==> src/rtl/alu_pipe.sv <==
// alu_pipe: registered RV32I register-register ALU with an optional
// iterative shift-add multiplier (MUL / MULHU). It uses valid/ready on both
// sides. Base ops complete in one cycle. A multiply takes XLEN iterations
// in S_MUL before its result is presented in S_OUT.
module alu_pipe #(
   parameter int XLEN   = 32,
   parameter bit MUL_EN = 1'b1
) (
   input  logic            clk,
   input  logic            rst,
   input  logic            in_valid,
   output logic            in_ready,
   input  logic [XLEN-1:0] operand_a,
   input  logic [XLEN-1:0] operand_b,
   input  logic [2:0]      funct3,
   input  logic            funct7,
   input  logic            mul_en,
   output logic            out_valid,
   input  logic            out_ready,
   output logic [XLEN-1:0] result,
   output logic            busy
);

   // The shift-amount width follows from XLEN and is never set on its own.
   localparam int SHW = $clog2(XLEN);
   localparam logic [SHW-1:0] LAST_CNT = SHW'(XLEN - 1);

   typedef enum logic [1:0] {
      S_IDLE = 2'd0,
      S_MUL  = 2'd1,
      S_OUT  = 2'd2
   } state_t;

   state_t              state_q, state_d;
   logic [XLEN-1:0]     result_q, result_d;
   logic [2*XLEN-1:0]   mcand_q, mcand_d;   // multiplicand, shifted left each step
   logic [XLEN-1:0]     mplier_q, mplier_d; // multiplier, shifted right each step
   logic [2*XLEN-1:0]   acc_q, acc_d;       // full-width product, so all-ones*all-ones fits
   logic [SHW-1:0]      cnt_q, cnt_d;
   logic                op_hi_q, op_hi_d;   // 1 = MULHU (upper half), 0 = MUL
   logic                rdy_en_q;           // holds in_ready low until one cycle after reset
   logic                accept;
   logic                launch;
   logic                is_mul;
   logic                start_mul;
   logic [2*XLEN-1:0]   partial;

   // Base RV32I register-register ALU evaluated at width XLEN.
   function automatic logic [XLEN-1:0] alu_base(
      input logic [XLEN-1:0] a,
      input logic [XLEN-1:0] b,
      input logic [2:0]      f3,
      input logic            f7
   );
      logic [XLEN-1:0] r;
      logic [SHW-1:0]  sh;
      sh = b[SHW-1:0];
      case (f3)
         3'b000: begin
            if (f7) begin
               r = a - b;
            end else begin
               r = a + b;
            end
         end
         3'b001: r = a << sh;
         3'b010: r = {{(XLEN-1){1'b0}}, ($signed(a) < $signed(b))};
         3'b011: r = {{(XLEN-1){1'b0}}, (a < b)};
         3'b100: r = a ^ b;
         3'b101: begin
            // The signed shift stays in its own statement so that it
            // remains arithmetic.
            if (f7) begin
               r = $signed(a) >>> sh;
            end else begin
               r = a >> sh;
            end
         end
         3'b110: r = a | b;
         3'b111: r = a & b;
         default: r = '0;
      endcase
      return r;
   endfunction

   // Handshake and status outputs come straight from registered state.
   assign in_ready  = rdy_en_q && ((state_q == S_IDLE) || ((state_q == S_OUT) && out_ready));
   assign out_valid = (state_q == S_OUT);
   assign busy      = (state_q == S_MUL);
   assign result    = result_q;

   // Decode the incoming op. When the multiplier is absent, mul_en is ignored.
   always_comb begin
      accept    = in_valid && in_ready;
      is_mul    = (MUL_EN == 1'b1) && mul_en;
      start_mul = is_mul && ((funct3 == 3'b000) || (funct3 == 3'b011));
      partial   = mplier_q[0] ? mcand_q : '0;
   end

   // Next state, operand latching and the shift-add iteration.
   always_comb begin
      state_d  = state_q;
      result_d = result_q;
      mcand_d  = mcand_q;
      mplier_d = mplier_q;
      acc_d    = acc_q;
      cnt_d    = cnt_q;
      op_hi_d  = op_hi_q;
      launch   = 1'b0;

      case (state_q)
         S_IDLE: begin
            launch = accept;
         end
         S_OUT: begin
            if (out_ready) begin
               if (accept) begin
                  launch = 1'b1;
               end else begin
                  state_d = S_IDLE;
               end
            end else begin
               state_d = S_OUT;
            end
         end
         S_MUL: begin
            acc_d    = acc_q + partial;
            mcand_d  = mcand_q << 1;
            mplier_d = mplier_q >> 1;
            cnt_d    = cnt_q + 1'b1;
            if (cnt_q == LAST_CNT) begin
               state_d = S_OUT;
               if (op_hi_q) begin
                  result_d = acc_d[2*XLEN-1:XLEN];
               end else begin
                  result_d = acc_d[XLEN-1:0];
               end
            end else begin
               state_d = S_MUL;
            end
         end
         default: begin
            state_d = S_IDLE;
         end
      endcase

      // A newly accepted op replaces whatever is being delivered this cycle.
      if (launch) begin
         if (start_mul) begin
            state_d  = S_MUL;
            mcand_d  = {{XLEN{1'b0}}, operand_a};
            mplier_d = operand_b;
            acc_d    = '0;
            cnt_d    = '0;
            op_hi_d  = (funct3 == 3'b011);
         end else if (is_mul) begin
            state_d  = S_OUT;
            result_d = '0;
         end else begin
            state_d  = S_OUT;
            result_d = alu_base(operand_a, operand_b, funct3, funct7);
         end
      end else begin
         op_hi_d = op_hi_d;
      end
   end

   // State and datapath registers. Reset discards any multiply in flight.
   always_ff @(posedge clk or posedge rst) begin
      if (rst) begin
         state_q  <= S_IDLE;
         result_q <= '0;
         mcand_q  <= '0;
         mplier_q <= '0;
         acc_q    <= '0;
         cnt_q    <= '0;
         op_hi_q  <= 1'b0;
         rdy_en_q <= 1'b0;
      end else begin
         state_q  <= state_d;
         result_q <= result_d;
         mcand_q  <= mcand_d;
         mplier_q <= mplier_d;
         acc_q    <= acc_d;
         cnt_q    <= cnt_d;
         op_hi_q  <= op_hi_d;
         rdy_en_q <= 1'b1;
      end
   end

endmodule

==> config.mk <==
export PLATFORM = sky130hd
export DESIGN_NAME = alu_pipe
export DESIGN_NICKNAME = d
export VERILOG_FILES = /design/src/rtl/alu_pipe.sv
export SDC_FILE = /design/constraint.sdc
export NUM_CORES = 1
export LEC_CHECK = 0
export ABC_AREA = 0
export CELL_PAD_IN_SITES_DETAIL_PLACEMENT = 1
export CELL_PAD_IN_SITES_GLOBAL_PLACEMENT = 2
export CORE_ASPECT_RATIO = 0.7
export CORE_MARGIN = 3
export CORE_UTILIZATION = 38
export CTS_BUF_LIST = sky130_fd_sc_hd__clkbuf_8
export DETAILED_ROUTE_END_ITERATION = 12
export PLACE_DENSITY_LB_ADDON = 0.1
export REMOVE_ABC_BUFFERS = 1
export SETUP_SLACK_MARGIN = 0.4
export SYNTH_ARGS = -nofsm -noshare
export SYNTH_HDL_FRONTEND = slang
export SYNTH_SLANG_ARGS = --single-unit
==> constraint.sdc <==
create_clock -name clk -period 9.1 [get_ports clk]
set_input_delay 2.275 -clock clk [delete_from_list [all_inputs] [get_ports clk]]
set_output_delay 2.275 -clock clk [all_outputs]
set_load 0.02 [all_outputs]
# == After elaboration in Yosys (flattened, before gate mapping) ==
# Cells that the tools add are included.
# word_totals
register_bits,201
input_bits,73
out_inout_bits,35
# op_classes
shift,3
eq_ne,12
bitwise,3
reduce_logical,10
muxes,31
addsub,4
n_lt_le_gt_ge,2
# ops
cell,count
64-bit 2-to-1 mux,7
32-bit 2-to-1 mux,11
32-bit one-hot mux with 8 select lines,1
64-bit adder,1
32-bit < comparator,2
32-bit adder,1
32-bit bitwise AND,1
32-bit bitwise OR,1
32-bit by 5-bit << shifter with 32-bit output,1
32-bit by 5-bit >> shifter with 32-bit output,1
32-bit by 5-bit >>> shifter with 32-bit output,1
32-bit subtractor,1
32-bit bitwise XOR,1
5-bit 2-to-1 mux,3
3-bit == test (second input constant),4
2-bit 2-to-1 mux,5
3-bit by 2-bit == test with 1-bit output (second input constant),2
2-bit one-hot mux with 3 select lines,1
5-bit by 1-bit adder with 5-bit output (second input constant),1
5-bit == test (second input constant),1
1-bit logical AND,4
4-bit by 3-bit != test with 1-bit output (second input constant),1
2-bit AND reduction,2
3-bit by 1-bit == test with 1-bit output (second input constant),1
other kinds (8),10

# == Logic depth before layout (Yosys ltp) ==
# Gate-level depths: netlist (run 1).
# logic_depth
word_depth,10
depth_mapped,17
ltp_nobuf,14

# == Worst setup path after synthesis (run 1) ==
# OpenSTA, ideal clock, no wires.
# synth_path
path_kind,input -> register
startpoint,input operand_b[2]
endpoint,"register result_q[29], in the netlist result[29]"
arrival_time_ps,6017
setup_time_ps,130
stages,16
t_required_ps,8970
setup_slack_ps,2953
cell_sequence,clkbuf_1 > inv_2 > buf_1 > clkbuf_1 > buf_2 > ha_1 > clkbuf_1 > or4_1 > a31o_2 > and3_1 > o21bai_1 > a41oi_1 > o21a_1 > or3_1 > a21oi_1 > o21ai_0
# synth_via
elab_chain_len,6
# synth_rtl
element,line_no,text
"start, declared",14,"input logic [XLEN-1:0] operand_b,"
32-bit adder (tied with other cells),63,r = a + b;
"32-bit 2-to-1 mux, on equally long branches","60, 73",
32-bit one-hot mux with 8 select lines (*),58,case (f3)
32-bit 2-to-1 mux (*),156,end else if (is_mul) begin
32-bit 2-to-1 mux (*),149,if (start_mul) begin
32-bit 2-to-1 mux (*),148,if (launch) begin
net result_d[29],35,"logic [XLEN-1:0] result_q, result_d;"
"end signal, assigned",181,result_q <= result_d;
"end, declared",35,
# The timed path passes the listed nets; every way through them passes the cells marked *.
# A chain may end at the register's enable or synchronous reset.

# == Worst setup path in the final report (run 1) ==
# layout_path
startpoint,input operand_b[4]
endpoint,"register result_q[30], in the netlist result[30]"
# The elaborated chain is that of the path after synthesis.

==> results of run 1 <==
-- how the worst max path moves through the flow --
stage	slack (ps)	start	endpoint	cells after the start
3_5_place_dp	2530	operand_b[4]	result[28]	13
2_1_floorplan	520	state_q[1]	acc_q[63]	5
3_3_place_gp	2480	operand_b[4]	result[28]	13
6_report	2960	operand_b[4]	result[30]	13
4_1_cts	3050	out_ready	in_ready	4
5_1_grt	2770	operand_b[4]	result[28]	13
-- cells in the mapped netlist (16+ instances only) --
master / n
mux2i_1: 177
mux4_2: 59
o221ai_1: 17
o211ai_1: 30
nor3_1: 43
nor2b_1: 37
o21ai_0: 232
or3_1: 16
nand3_1: 45
a21o_1: 44
o22ai_1: 17
clkbuf_1: 154
nand2b_1: 18
o21a_1: 20
buf_1: 32
nor2_1: 384
ha_1: 165
dfrtp_1: 201
a21oi_1: 244
a31oi_1: 23
o21bai_1: 26
nand2_1: 236
xor2_1: 30
inv_1: 120
and3_1: 18
and2_1: 74
nand4_1: 29
o31ai_1: 21
xnor2_1: 50
a211oi_1: 48
-- final cells by class --
class | count | area [µm²]
well taps | 750 | 938
clock inverters | 19 | 109
diodes | 1 | 2.50
clock buffers | 48 | 661
multi-input cells | 2320 | 16000
fillers | 6990 | 32800
flip-flops and latches | 201 | 5030
inverters | 125 | 477
repair buffers | 151 | 1390
-- flip-flops by register name, indices dropped and copies added (netlist names) --
register,flops
acc_q,64
mcand_q,64
mplier_q,32
result,32
cnt_q,5
state_q,2
op_hi_q,1
rdy_en_q,1
-- logic make-up (layout without fill, tap and decap cells) --
logic type / count (synthesis) / after routing
compound gates: 887 / 887
xor+xnor: 81 / 81
fa+ha+maj: 168 / 168
buf+inv: 332 / 343
flops: 201 / 201
mux: 241 / 241
other cells: 1 / 2
simple gates: 942 / 942
-- through the flow --
step | worst slack [ps] | instance area (µm²)
after floorplan | 516 | 21500
after global placement | 2480 | 23800
after detailed placement | 2530 | 23800
after CTS | 3050 | 24600
after global routing | 2770 | 24600
final | 2960 | 24600
-- metal layers --
layer	vias to the layer above	global-route usage, %	part of all wire (%)
li1	10300	-	-
met1	11800	52.1	49
met2	978	44.9	39
met3	98	9.56	10
met4	0	6.38	1.8
met5	-	0	0
-- worst max-delay path, delay by kind of cell --
family                     cells  cell delay, ps
buffers and inverters          2             850
and+or+nand+nor                1             200
AOI/OAI and AO/OA              8            2580
xor gates and xnor gates       1             210
adders and majority gates      1             500
-- power by group through the flow --
stage / logic [W] / registers, W / clock network, W
finish: 0.00529 / 0.00169 / 0.000969
global placement: 0.00504 / 0.00167 / 0
detailed placement: 0.00515 / 0.00170 / 0
global route: 0.00575 / 0.00175 / 0.00103
floorplan: 0.00342 / 0.00167 / 0
CTS: 0.00519 / 0.00169 / 0.000997
==> impl_metrics.csv, run 1 <==
group,metric,value,unit
pwr,power_switching_share,53.4,%
timing,tns,0,ps
synth,synth_xor_area_share,3.25,%
synth,yosys_warnings,0,
critical_path,worstSetupPathType,"input pin to flip-flop",
critical_path,ff2ff_path_depth,13,
critical_path,cpMaxStageDelayCell,"inv_1",
die,num_rows,73,
synth,synth.distinct_cells,88,
die,core,57400,µm²
grt,overflow,0,
die,die_area,61600,µm²
route,antenna_left,0,
critical_path,cp.required,9580,ps
final_layout,layout_commonest_cell,"nor2_1",
grt,antenna_found_initial,2,
placed_design,hpwl,79500,µm
timing,whs,529,ps
critical_path,critPathMaxStageDelay,740,ps
final_layout,drive_gt1_share,7.30,%
synth,yosys-mux-area-fraction,14.2,%
synth,synth_edf_count,0,
clock_network,cts_buffer_depth,3,
grt,grt_usage,33.4,%
pwr,peakVddDrop,0.000210,V
timing,skew,45.1,ps
placed_design,gp_congestion,0.967,
synth,synth_compound_area_share,25.5,%
final_layout,area_growth,10.4,%
route,vias_per_cell,6.41,
grt,grt_pass1_wl,155000,µm
synth,synthSimpleGateAreaFrac,19.2,%
clock_network,htreeDepth,2,
clock_network,cts_tree,"built",
final_layout,utilization,42.9,%
critical_path,path_cells,"buf_2, inv_1, ha_1, nor3_1, o21ai_0, a311oi_1, o21a_1, o22ai_1, o41ai_1, a221oi_1, xnor2_1, a21oi_1, a211o_1",
synth,ys_seq_area_share,22.6,%
timing,hold_viol,0,
pwr,power,0.00795,W
synth,syn_area,22300,µm²
critical_path,cp_max_fo,24,
timing,period_share,67.4,%
final_layout,stdcell_count,3615,
pwr,p_int,0.00371,W
pwr,power_frac_comb,66.5,%
timing,post-route-min-period,6140,ps
hold_path,hp-start,"cnt_q[4]",
route,drc,0,
grt,grt_pass1_vias,23000,
clock_network,path_clk_slew,60,ps
grt,grt_max_degree,218,
synth,synth_area_leaders,"dfrtp_1 (23%), ha_1 (9.3%), mux2i_1 (8.0%)",
pwr,clkPwrFrac,12.2,%
route,drtIter0Drc,2286,
clock_network,cts-root-buf,"clkbuf_8",
timing,maxSlewHeadroom,16.2,%
timing,grt_setup_unrepaired,"no",
critical_path,reg2reg_to,"result[11]",
die,initial_core_util,38.8,%
timing,worstMarginPinSlew,1250,ps
pwr,power.density,323,nW/µm²
placed_design,port_buffers,107,
critical_path,critPathLaunchType,"input pin",
synth,avgSynthCellArea,7.81,µm²
pwr,p_leak,10.4,nW
synth,postSynth.asyncResetShare,100,%
pwr,seqPwrFrac,21.3,%
synth,yosysTopAreaCell,"dfrtp_1",
critical_path,r2r-start,"mplier_q[0]",
pwr,switching_power,0.00425,W
route,vias,23200,
synth,synthAdderAreaFrac,9.54,%
route,wirelength,105000,µm
clock_network,clk_latency,630,ps
status,status,"complete, no violations",
clock_network,cts-resized-gates,0,
clock_network,hold_buffers,0,
die,die_w,295,µm
hold_path,hold_class,"flip-flop to flip-flop",
critical_path,r2r_slack,3680,ps
final_layout,layout.nets,3079,
synth,netlist_instances,2853,
critical_path,worst_ep_arrival_time,6620,ps
clock_network,cts.sinks,201,
synth,ys.flop_type,"dfrtp_1",
timing,slew_violations,0,
hold_path,min_to,"cnt_q[4]",
synth,ys_ff_latch,201,
clock_network,cts_buffers,39,
placed_design,dpl.cell_count,3547,
die,ios,108,
timing,max_freq,163,MHz
synth,synth_top_family_by_area,"compound AO/OA/AOI/OAI gates",
route,wl_per_cell,29.1,µm
route,firstDrtPassIters,5,
timing,finalSetupViolCount,0,
synth,synth.top_cell.area_share,22.6,%
critical_path,end_kind,"flip-flop",
hold_path,min_path_cells,2,
final_layout,mostFrequentLayoutCells,"nor2_1 (384), a21oi_1 (244), nand2_1 (235), o21ai_0 (232), dfrtp_1 (201)",
flow_run,drv_cap,0,
clock_network,post-cts-setup-buffers,0,
die,die_h,209,µm
Note: power is estimated with default switching activity, not from simulation.
==> run 2: changes to the inputs <==
--- a/config.mk
+++ b/config.mk
@@ -10,7 +10,7 @@
 export CELL_PAD_IN_SITES_GLOBAL_PLACEMENT = 2
 export CORE_ASPECT_RATIO = 0.7
 export CORE_MARGIN = 3
-export CORE_UTILIZATION = 38
+export CORE_UTILIZATION = 35
 export CTS_BUF_LIST = sky130_fd_sc_hd__clkbuf_8
 export DETAILED_ROUTE_END_ITERATION = 12
 export PLACE_DENSITY_LB_ADDON = 0.1
==> constraint.sdc (replaced) <==
create_clock -name clk -period 5.49 [get_ports clk]
set_input_delay 1.3725 -clock clk [delete_from_list [all_inputs] [get_ports clk]]
set_output_delay 1.3725 -clock clk [all_outputs]
set_load 0.02 [all_outputs]
==> run 2 against run 1 <==
Net effect: sequential share of layout area shrank 0.48 points; critical endpoint is now result[28]; first-iteration DRC count grew 1.9%; largest cell class unchanged; setup slack lost 2200 ps; critical path type unchanged; highest routed layer unchanged; via count is essentially flat.
==> impl_metrics.csv, run 2 (same netlist as run 1, synthesis figures left out) <==
group,metric,value,unit
critical_path,reg2reg_to,"result[25]",
critical_path,end_kind,"flip-flop",
placed_design,gp_congestion,0.944,
route,vias,23200,
hold_path,min_to,"result[24]",
clock_network,cts.sinks,201,
clock_network,cts_buffers,41,
final_layout,area_growth,13.1,%
timing,period_share,85.3,%
final_layout,layout.nets,3138,
timing,setup_slack,808,ps
timing,skew,26.3,ps
placed_design,place_ws,291,ps
final_layout,layout_commonest_cell,"nor2_1",
critical_path,critPathMaxStageDelay,590,ps
timing,max_freq,214,MHz
placed_design,port_buffers,107,
timing,finalSetupViolCount,0,
pwr,peakVddDrop,0.000330,V
die,die_w,308,µm
grt,grt_max_degree,164,
critical_path,ff2ff_path_depth,13,
status,status,"complete, no violations",
critical_path,crit_top_cell,"o21ai_0",
critical_path,worstSetupPathType,"input pin to flip-flop",
die,die_h,217,µm
route,firstDrtPassIters,5,
timing,whs,525,ps
pwr,power.density,530,nW/µm²
critical_path,r2r-start,"mplier_q[0]",
route,drc,0,
timing,worstMarginPinSlew,1180,ps
grt,overflow,0,
route,wirelength,108000,µm
critical_path,r2r_slack,820,ps
timing,slew_violations,0,
timing,post-route-min-period,4680,ps
timing,grt_setup_unrepaired,"no",
final_layout,mostFrequentLayoutCells,"nor2_1 (384), a21oi_1 (244), nand2_1 (236), o21ai_0 (232), dfrtp_1 (201)",
clock_network,htreeDepth,2,
clock_network,cts-resized-gates,0,
clock_network,cts_tree,"built",
clock_network,hold_buffers,0,
route,vias_per_cell,6.19,
clock_network,path_clk_slew,60,ps
critical_path,cp.required,5980,ps
die,ios,108,
critical_path,path_cells,"clkdlybuf4s50_1, inv_1, ha_1, inv_1, fa_1, nor2b_1, o21ai_0, a311oi_1, buf_4, o21a_1, o21ai_0, o21ai_0, buf_4, a21oi_1, or4_1, nand3_1, o31ai_1",
die,num_rows,76,
hold_path,hold_class,"flip-flop to flip-flop",
critical_path,critPathLaunchType,"input pin",
die,core,62300,µm²
final_layout,utilization,40.4,%
critical_path,worst_ep_arrival_time,5170,ps
clock_network,post-cts-setup-buffers,0,
final_layout,stdcell_area,25200,µm²
grt,grt_pass1_wl,158000,µm
route,wl_per_cell,28.7,µm
final_layout,stdcell_count,3742,
placed_design,hpwl,82100,µm
final_layout,drive_gt1_share,9.14,%
final_layout,reg_top3,"acc_q: 64 flops, mcand_q: 64 flops",
route,antenna_left,0,
pwr,p_leak,10.7,nW
critical_path,cp_max_fo,6,
critical_path,cpMaxStageDelayCell,"clkdlybuf4s50_1",
grt,antenna_found_initial,5,
die,die_area,66800,µm²
placed_design,dpl_cell_area,24400,µm²
route,drtIter0Drc,2330,
clock_network,cts-root-buf,"clkbuf_8",
timing,hold_viol,0,
timing,maxSlewHeadroom,21.2,%
clock_network,cts_buffer_depth,3,
grt,grt_pass1_vias,23100,
placed_design,dpl.cell_count,3673,
clock_network,clk_latency,630,ps
flow_run,drv_cap,0,
critical_path,cp-startpoint,"operand_a[0]",
hold_path,hp-start,"result[24]",
die,initial_core_util,35.8,%
grt,grt_usage,31.4,%
hold_path,min_path_cells,2,
run 2: cell types whose count changed in the layout (fill, tap and decap cells not counted), moves of 2 or more:
cell / previous run / this run
buf_4: 44 / 97
buf_12: 2 / 6
clkinv_2: 2 / 6
clkbuf_8: 48 / 45
inv_1: 132 / 129
bufinv_16: 1 / 3
run 2: layer usage:
metal | vias up | share of wire [%] | GRT usage (%)
met3 | 89 | 8.7 | 7.84
li1 | 10400 | - | -
met5 | - | 0 | 0
met1 | 11800 | 51 | 49.8
met4 | 0 | 1.6 | 5.52
met2 | 874 | 39 | 42.3
run 2: worst max-delay path, delay by kind of cell:
family / cells / cell delay, ps
AO/OA/AOI/OAI: 7 / 1450
AND/OR/NAND/NOR: 3 / 830
adder cells (fa/ha/maj): 2 / 420
buffers and inverters: 5 / 1110
run 2: area by class of cell:
type	instances	area, µm²
flip-flops and latches	201	5030
repair buffers	208	1860
clock buffers	45	619
fillers	7536	37100
inverters	125	477
clock inverters	22	176
diodes	2	5.00
multi-input cells	2320	16000
well taps	819	1020
run 2: how the worst max path moves through the flow:
stage                 endpoint  slack (ps)  cells past startpoint
floorplan            acc_q[63]       -3090                      5
global placement    result[30]         320                     16
detailed placement  result[30]         290                     16
CTS                 result[31]         900                     14
global route        result[31]         440                     14
finish              result[28]         810                     17
run 2: metrics by stage:
stage               power (W)  setup TNS, ps
finish                 0.0133              0
global route           0.0143              0
CTS                    0.0132              0
detailed placement     0.0115              0
global placement       0.0113              0
floorplan             0.00843        -518650
run 2: report_power, final:
part | switching [W] | leakage, nW | internal, W | total (W)
Clock | 0.000788 | 0.448 | 0.000887 | 0.00168
Sequential | 0.000580 | 2.48 | 0.00223 | 0.00281
Combinational | 0.00572 | 7.74 | 0.00315 | 0.00887
Total | 0.00709 | 10.7 | 0.00626 | 0.0133
